==> src/rtl/panda_pkg.sv <==
// Shared register-file geometry and writeback request payload for the panda core.
package panda_pkg;

  localparam int unsigned RegDepth = 32;
  localparam int unsigned RegAddrW = $clog2(RegDepth);
  localparam int unsigned RegWidth = 32;

  typedef struct packed {
    logic                valid;
    logic [RegAddrW-1:0] addr;
    logic [RegWidth-1:0] data;
  } wb_req_t;

endpackage

==> src/rtl/panda_rr_arbiter.sv <==
// Generic round-robin arbiter: the search starts one past the last granted index.
module panda_rr_arbiter #(
  parameter  int unsigned NumReq = 2,
  localparam int unsigned IdxW   = (NumReq > 1) ? $clog2(NumReq) : 1
) (
  input  logic              clk_i,
  input  logic              rst_ni,
  input  logic [NumReq-1:0] req_i,
  output logic [NumReq-1:0] gnt_o,
  output logic [IdxW-1:0]   gnt_idx_o,
  output logic              gnt_valid_o
);

  logic [IdxW-1:0] last_q;
  logic [IdxW-1:0] idx;
  logic            found;

  always_comb begin
    idx   = last_q;
    found = 1'b0;
    for (int unsigned i = 1; i <= NumReq; i++) begin
      if (!found && req_i[IdxW'((32'(last_q) + i) % NumReq)]) begin
        found = 1'b1;
        idx   = IdxW'((32'(last_q) + i) % NumReq);
      end
    end
  end

  always_comb begin
    gnt_o = '0;
    if (found) gnt_o[idx] = 1'b1;
  end

  assign gnt_idx_o   = idx;
  assign gnt_valid_o = found;

  // Reset pointer to the last index so requester 0 wins first.
  always_ff @(posedge clk_i or negedge rst_ni) begin
    if (!rst_ni) begin
      last_q <= IdxW'(NumReq - 1);
    end else if (found) begin
      last_q <= idx;
    end
  end

endmodule

==> src/rtl/panda_rf_wb_arbiter.sv <==
// Shares the register-file write port among writeback sources and tracks
// pending long-latency writes so decode can stall on RAW hazards.
module panda_rf_wb_arbiter
  import panda_pkg::*;
#(
  parameter  int unsigned NumReq = 2,
  parameter  int unsigned Width  = RegWidth,
  parameter  int unsigned Depth  = RegDepth,
  localparam int unsigned AddrW  = $clog2(Depth)
) (
  input  logic                         clk_i,
  input  logic                         rst_ni,
  input  logic [NumReq-1:0]            wb_valid_i,
  output logic [NumReq-1:0]            wb_ready_o,
  input  logic [NumReq-1:0][AddrW-1:0] wb_addr_i,
  input  logic [NumReq-1:0][Width-1:0] wb_data_i,
  output logic [AddrW-1:0]             rf_addr_o,
  output logic [Width-1:0]             rf_data_o,
  output logic                         rf_we_o,
  input  logic                         issue_valid_i,
  input  logic [AddrW-1:0]             issue_addr_i,
  input  logic [AddrW-1:0]             rs1_addr_i,
  input  logic [AddrW-1:0]             rs2_addr_i,
  input  logic [AddrW-1:0]             rd_addr_i,
  output logic                         rs1_busy_o,
  output logic                         rs2_busy_o,
  output logic                         rd_busy_o
);

  localparam int unsigned IdxW = (NumReq > 1) ? $clog2(NumReq) : 1;

  logic [IdxW-1:0]  gnt_idx;
  logic             gnt_valid;
  logic [Depth-1:0] busy_q;
  logic [Depth-1:0] busy_d;

  panda_rr_arbiter #(
    .NumReq (NumReq)
  ) u_arb (
    .clk_i       (clk_i),
    .rst_ni      (rst_ni),
    .req_i       (wb_valid_i),
    .gnt_o       (wb_ready_o),
    .gnt_idx_o   (gnt_idx),
    .gnt_valid_o (gnt_valid)
  );

  // Output stage; address and data hold when nothing is granted.
  always_ff @(posedge clk_i or negedge rst_ni) begin
    if (!rst_ni) begin
      rf_we_o   <= 1'b0;
      rf_addr_o <= '0;
      rf_data_o <= '0;
    end else begin
      rf_we_o <= gnt_valid;
      if (gnt_valid) begin
        rf_addr_o <= wb_addr_i[gnt_idx];
        rf_data_o <= wb_data_i[gnt_idx];
      end
    end
  end

  // Clear on retire, then set on issue so a same-cycle reissue stays pending.
  always_comb begin
    busy_d = busy_q;
    if (rf_we_o) busy_d[rf_addr_o] = 1'b0;
    if (issue_valid_i) busy_d[issue_addr_i] = 1'b1;
    busy_d[0] = 1'b0;
  end

  always_ff @(posedge clk_i or negedge rst_ni) begin
    if (!rst_ni) begin
      busy_q <= '0;
    end else begin
      busy_q <= busy_d;
    end
  end

  assign rs1_busy_o = busy_q[rs1_addr_i];
  assign rs2_busy_o = busy_q[rs2_addr_i];
  assign rd_busy_o  = busy_q[rd_addr_i];

endmodule

==> config.mk <==
export PLATFORM = sky130hd
export DESIGN_NAME = panda_rf_wb_arbiter
export DESIGN_NICKNAME = d
export VERILOG_FILES = /design/src/rtl/panda_pkg.sv /design/src/rtl/panda_rr_arbiter.sv /design/src/rtl/panda_rf_wb_arbiter.sv
export SDC_FILE = /design/constraint.sdc
export NUM_CORES = 1
export LEC_CHECK = 0
export CAP_MARGIN = 20
export CORE_ASPECT_RATIO = 0.6
export CORE_MARGIN = 3
export CORE_UTILIZATION = 42
export CTS_CLUSTER_DIAMETER = 40
export DETAILED_ROUTE_END_ITERATION = 6
export GPL_ROUTABILITY_DRIVEN = 0
export PLACE_DENSITY_LB_ADDON = 0.05
export REMOVE_ABC_BUFFERS = 1
export SLEW_MARGIN = 10
export SYNTH_ARGS = -nofsm -noshare
export SYNTH_HDL_FRONTEND = slang
export SYNTH_SLANG_ARGS = --single-unit
export TNS_END_PERCENT = 10
==> constraint.sdc <==
create_clock -name clk_i -period 1.51 [get_ports clk_i]
set_input_delay 0.302 -clock clk_i [delete_from_list [all_inputs] [get_ports clk_i]]
set_output_delay 0.302 -clock clk_i [all_outputs]
set_load 0.005 [all_outputs]
Yosys cells after proc, flatten, opt, wreduce, memory -nomap -nowiden
Index checks and enable logic that the tools add are counted.
{"block": "word_totals", "output_inout_bits": 43, "ff_bits": 70, "in_bits": 99, "wordCells": 53}
{"block": "classes", "magnitude_cmp": 11, "n_addsub": 2, "bitwise_logic": 3, "reduce_logical": 5, "mux": 27}
{"op": "two-way mux 32 bit", "count": 4}
{"op": "bitwise AND 32 bit", "count": 1}
{"op": "NOT 32 bit", "count": 1}
{"op": "OR 32 bit", "count": 1}
{"op": "less-than comparator 5 x 6 -> 1 bit, second input constant", "count": 5}
{"op": "binary-select mux 1 bit (select 5 bit)", "count": 3}
{"op": "two-way mux 1 bit", "count": 14}
{"op": "demux 1 bit (select 5 bit)", "count": 2}
{"op": "greater-or-equal comparator 5 x 1 -> 1 bit, second input constant", "count": 2}
{"op": "two-way mux 5 bit", "count": 2}
{"op": "less-than comparator 1 x 2 -> 1 bit, second input constant", "count": 3}
{"op": "logical AND 1 bit", "count": 4}
{"op": "adder 1 bit, second input constant", "count": 2}
{"op": "two-way mux 2 bit", "count": 1}
{"op": "demux 1 bit (select 1 bit)", "count": 1}
{"op": "greater-or-equal comparator 1 bit, second input constant", "count": 1}
{"op": "zero test 1 bit", "count": 1}

Logic depth before layout (Yosys ltp)
{"block": "logic_depth", "ltp_word": 12, "ltp_mapped": 6, "ltp_nobuf": 4}

Modules after synthesis
A second synthesis with hierarchy kept.
{"block": "hier_totals", "cells_unflattened": 401, "area_unflattened_um2": 3957.5}
{"module": "panda_rf_wb_arbiter", "area_each_um2": 3881.2, "seq_area_each_um2": 1726.7, "cells_each": 393, "instances": 1}
{"module": "panda_rr_arbiter", "area_each_um2": 76.3, "seq_area_each_um2": 26.3, "cells_each": 8, "instances": 1}

Worst setup path before layout
Ideal clock, no wire load.
{"block": "synth_timing", "kind": "input-to-output", "from": "input port rd_addr_i[0]", "to": "output port rd_busy_o", "arrival_ns": 1.222, "slack_ns": -0.014, "required_ns": 1.208, "n_path_buf": 1, "path_stages": 5, "cell_sequence": "buf_6 > mux4_2 > nand2b_1 > o211ai_1 > nand4_1"}
{"block": "synth_between", "elab_chain_cells": 2}
{"item": "start, declared", "line": "panda_rf_wb_arbiter.sv:24", "source": "input logic [AddrW-1:0] rd_addr_i,"}
{"item": "binary-select mux 1 bit (select 5 bit)", "line": "panda_rf_wb_arbiter.sv:81", "source": "assign rd_busy_o = busy_q[rd_addr_i];"}
{"item": "two-way mux 1 bit (not written as such)", "line": "panda_rf_wb_arbiter.sv:81"}
{"item": "end, declared", "line": "panda_rf_wb_arbiter.sv:27", "source": "output logic rd_busy_o"}
Every way passes these cells. The select of a mux whose other input is x is not followed.

Worst setup path after layout
{"block": "layout_timing", "from": "register busy_q[23]", "to": "output port rd_busy_o"}
{"block": "layout_between", "elab_chain_cells": 2}
{"item": "start, declared", "line": "panda_rf_wb_arbiter.sv:34", "source": "logic [Depth-1:0] busy_q;"}
{"item": "start signal, assigned", "line": "panda_rf_wb_arbiter.sv:75", "source": "busy_q <= busy_d;"}
{"item": "binary-select mux 1 bit (select 5 bit)", "line": "panda_rf_wb_arbiter.sv:81"}
{"item": "two-way mux 1 bit (not written as such)", "line": "panda_rf_wb_arbiter.sv:81"}
Every way passes these cells. The select of a mux whose other input is x is not followed.

==> impl_metrics.py <==
metrics = {
    "routing": {
        "drt-total-wl_microns": 14500,
        "detailedRoute.firstIterationViolations": 385,
        "detail_route.first_pass.iterations": 5,
        "vias_per_cell": 5.72,
        "drc_markers": 0,
        "antenna_left": 0,
        "route.detailed.wl_per_inst_microns": 19.2,
        "dr_total_vias": 4330,
    },
    "yosys": {
        "synth_top_family_by_area": "multiplexers",
        "synthesis.instances": 442,
        "yosysTopAreaCellShare_pct": 41.2,
        "synth_simple_gate_area_share_pct": 15.6,
        "netlist_top_cells_area": "dfrtp_1, mux2_2, nor2_1, o21ai_0, mux2i_1",
        "yosys.cell_types.count": 30,
        "synth_sequential_area_ratio_pct": 41.8,
        "synth_compound_gate_area_share_pct": 17.0,
        "synth_seq_cells": 70,
        "synthesis.yosys.warnings": 0,
        "synthAdderAreaFrac_pct": 0,
        "post_synth_xor_area_fraction_pct": 0,
        "syn_area_cell_sq_um": 9.48,
        "fraction_of_synthesized_area_in_multiplexers_pct": 21.5,
        "cell_area_after_technology_mapping_sq_um": 4190,
        "netlist.top_cell.by_area": "dfrtp_1",
    },
    "die": {
        "core_area_sq_um": 9430,
        "die_w_microns": 135,
        "floorplan.io_pins": 142,
        "area_enclosed_by_the_die_boundary_sq_um": 11300,
        "die_h_microns": 83.4,
        "std_cell_rows": 27,
        "initial_core_util_pct": 44.5,
    },
    "clock_network": {
        "clock_sinks": 70,
        "clock_tree.buffer_depth": 2,
        "clk_root_buffer_cell": "clkbuf_16",
        "cts_bufs_inserted": 9,
        "clkLatencyLatePin_ps": 330,
        "cts_clk_pin_slew_worst_paths_ps": 60,
        "tritoncts_clock_tree": "yes",
        "clock_tree.htree_level_count": 3,
    },
    "setup_path": {
        "worstPathCellList": "buf_6 -> mux4_2 -> nand2b_4 -> o2111ai_2 -> nand4_1 -> buf_2",
        "worst-r2r-setup-slack_ps": 60,
        "worst-setup-path-type": "reg -> out",
        "cp-end-kind": "primary output",
        "cp.arrival_ps": 1820,
        "cp.required_ps": 1210,
        "timing.critical_path.slowest_stage_cell": "mux4_2",
        "critical_path.reg2reg.startpoint": "rf_addr_o[2]$_DFFE_PN0N_",
        "crit_fanout": 3,
        "cp_num_buf_inv": 2,
        "critical_path.startpoint_type": "flip-flop",
        "cp_slowest_stage_delay_ps": 480,
        "reg_to_reg_endpoint": "busy_q[19]$_DFF_PN0_",
        "critical-path-top-delay-family": "multiplexers",
        "timing.reg2reg.worst_path_depth": 3,
    },
    "sta": {
        "max_clock_freq_mhz": 472,
        "finalWorstPathRequiredPeriod_ps": 2120,
        "final.hold.worst_slack_ps": 349,
        "timing.final.hold_violations": 0,
        "clock-skew-final_ps": 7.16,
        "max_slew.worst_pin.slew_ps": 468,
        "report.final.slew_viol_count": 0,
        "rsz0062_at_grt": "true",
        "layout_setup_ws_ps": -611,
        "post-route-period-util_pct": 140,
        "relSlewSlack_pct": 68.7,
        "setup_failing_eps_final": 5,
    },
    "global_route": {
        "vias_in_the_first_global_route": 4188,
        "grt_pass1_wl_microns": 22700,
        "gr-usage-all-layers_pct": 25.8,
        "grt_antenna_before_repair": 0,
        "grt_start_max_net_pins": 71,
        "remaining_global_route_overflow": 0,
    },
    "min_path": {
        "whs_path_depth": 4,
        "worstHoldEndpoint": "rf_we_o$_DFF_PN0_",
        "worst_hold_path_type": "in -> reg",
        "worstHoldStart": "wb_valid_i[0]",
    },
    "power": {
        "sw_power_mw": 2.69,
        "cellInternalPower_mw": 5.70,
        "clock_power_share_pct": 29.2,
        "peakVddDrop_uv": 754,
        "pwr-share-comb_pct": 34.7,
        "power.sequential.fraction_pct": 36.1,
        "power.leakage_nw": 2.83,
        "netSwitchingFraction_pct": 32.0,
        "cellPowerDensity_nw_per_um2": 1280,
    },
    "layout": {
        "areaGrowthSynthToFinish_pct": 55.8,
        "fin_util_pct": 69.3,
        "share_of_layout_cells_above_drive_strength_1_pct": 22.5,
        "num-nets-final": 721,
        "design_area_sq_um": 6530,
        "n_antenna_cell": 0,
    },
    "placement": {
        "placement.io_buffers": 141,
        "hpwlAfterDp_microns": 10700,
        "placed_area_sq_um": 5990,
    },
    "run_status": {
        "outcome": "finished, violations left",
        "failed_checks": "setup timing",
    },
    "job": {
        "timing.max_cap.violations": 0,
    },
}
==> layout by cell type (no fill, tap or decap), types with 3 or more instances in the layout <==
| master | n |
|---|---|
| a211oi_1 | 3 |
| a21oi_1 | 9 |
| a22oi_1 | 4 |
| buf_12 | 6 |
| buf_2 | 6 |
| buf_4 | 40 |
| buf_6 | 10 |
| bufinv_16 | 3 |
| clkbuf_16 | 9 |
| clkdlybuf4s50_1 | 94 |
| dfrtp_1 | 67 |
| dlygate4sd2_1 | 22 |
| dlymetal6s2s_1 | 18 |
| inv_1 | 4 |
| mux2_2 | 37 |
| mux2i_1 | 27 |
| mux4_2 | 9 |
| nand2_1 | 7 |
| nand2b_1 | 3 |
| nand2b_4 | 3 |
| nand3_1 | 16 |
| nand3b_1 | 10 |
| nand4_1 | 3 |
| nor2_1 | 86 |
| nor2b_1 | 6 |
| o2111ai_2 | 3 |
| o211ai_1 | 3 |
| o21ai_0 | 60 |
| o22ai_1 | 37 |
==> state kept, by name, summed over array words and instances, names as in the netlist <==
signal and cells:
busy_q 31, rf_addr_o 5, rf_data_o 32, rf_we_o 1, u_arb.last_q 1
==> metal layers <==
layer / share of wire [%] / vias up / wire (microns) / global-route usage [%]
met5: 0 / - / 0 / 0
met4: 1.3 / 0 / 192 / 5.67
met3: 11 / 19 / 1570 / 8.84
met2: 44 / 217 / 6430 / 37.6
met1: 44 / 2104 / 6360 / 37.2
li1: - / 1990 / - / -
==> worst max-delay path by stage <==
stage               depth (start not counted)            end                startpoint  slack, ps
detailed placement                          5     rs2_busy_o             rs2_addr_i[0]      -1100
global route                                6      rd_busy_o      busy_q[20]$_DFF_PN0_       -660
floorplan                                   3  wb_ready_o[1]  u_arb.last_q$_DFFE_PN1N_       -760
CTS                                         6     rs1_busy_o      busy_q[20]$_DFF_PN0_       -590
global placement                            6      rd_busy_o              rd_addr_i[0]      -1010
finish                                      6      rd_busy_o      busy_q[23]$_DFF_PN0_       -610
==> power by group through the flow <==
stage | registers [mW] | clock network [mW] | logic (mW)
3_3_place_gp | 3.07 | 0 | 2.36
4_1_cts | 2.99 | 2.49 | 2.82
6_report | 3.03 | 2.45 | 2.91
3_5_place_dp | 3.10 | 0 | 2.43
2_1_floorplan | 2.83 | 0 | 1.26
5_1_grt | 3.09 | 2.58 | 3.15
==> per-stage QoR <==
stage | setup TNS [ps] | cells | total power [mW] | setup slack (ps)
2_1_floorplan | -22930 | 414 | 4.09 | -756
3_3_place_gp | -6340 | 727 | 5.42 | -1010
3_5_place_dp | -7560 | 727 | 5.53 | -1100
4_1_cts | -1890 | 756 | 8.31 | -586
5_1_grt | -2230 | 757 | 8.82 | -662
6_report | -1880 | 757 | 8.39 | -611
==> cells in the mapped netlist (all sizes together) <==
| library cell | count |
|---|---|
| or3b | 4 |
| inv | 5 |
| mux4 | 9 |
| o21ai | 62 |
| mux2i | 27 |
| nor2b | 6 |
| clkbuf | 8 |
| a21oi | 9 |
| o2111ai | 3 |
| o21a | 1 |
| o211ai | 3 |
| dfstp | 1 |
| nand3b | 10 |
| o22ai | 37 |
| nand2b | 6 |
| buf | 20 |
| mux2 | 37 |
| nand3 | 16 |
| or3 | 2 |
| nor2 | 86 |
| dfrtp | 69 |
| nand2 | 9 |
| a211oi | 3 |
| nand4 | 3 |
| a22oi | 6 |
==> cell type report <==
cell class | instances | area [sq um]
clock buffers | 9 | 225
clock inverters | 7 | 120
fillers | 745 | 2890
inverters | 5 | 18.8
multi-input cells | 339 | 2320
flip-flops and latches | 70 | 1760
well taps | 130 | 163
repair buffers | 197 | 1930
==> worst reg2reg max path, stage by stage (launching register included) <==
cell and delay [ps]:
dfrtp_2 470, or3b_1 460, o21ai_0 220, o21ai_0 150
==> cell families after synthesis <==
| group | count (synthesis) |
|---|---|
| buf+inv | 33 |
| flops | 70 |
| compound gates | 124 |
| simple gates | 142 |
| mux | 73 |
==> repair_timing <==
action	CTS	global route
gates resized for setup	63	27
buffers inserted	12	1
endpoints found under the setup margin	26	59
hold endpoints to repair	19	0
hold buffers	1	0
pin swaps	6	4
Note: power is estimated with default switching activity, not from simulation.
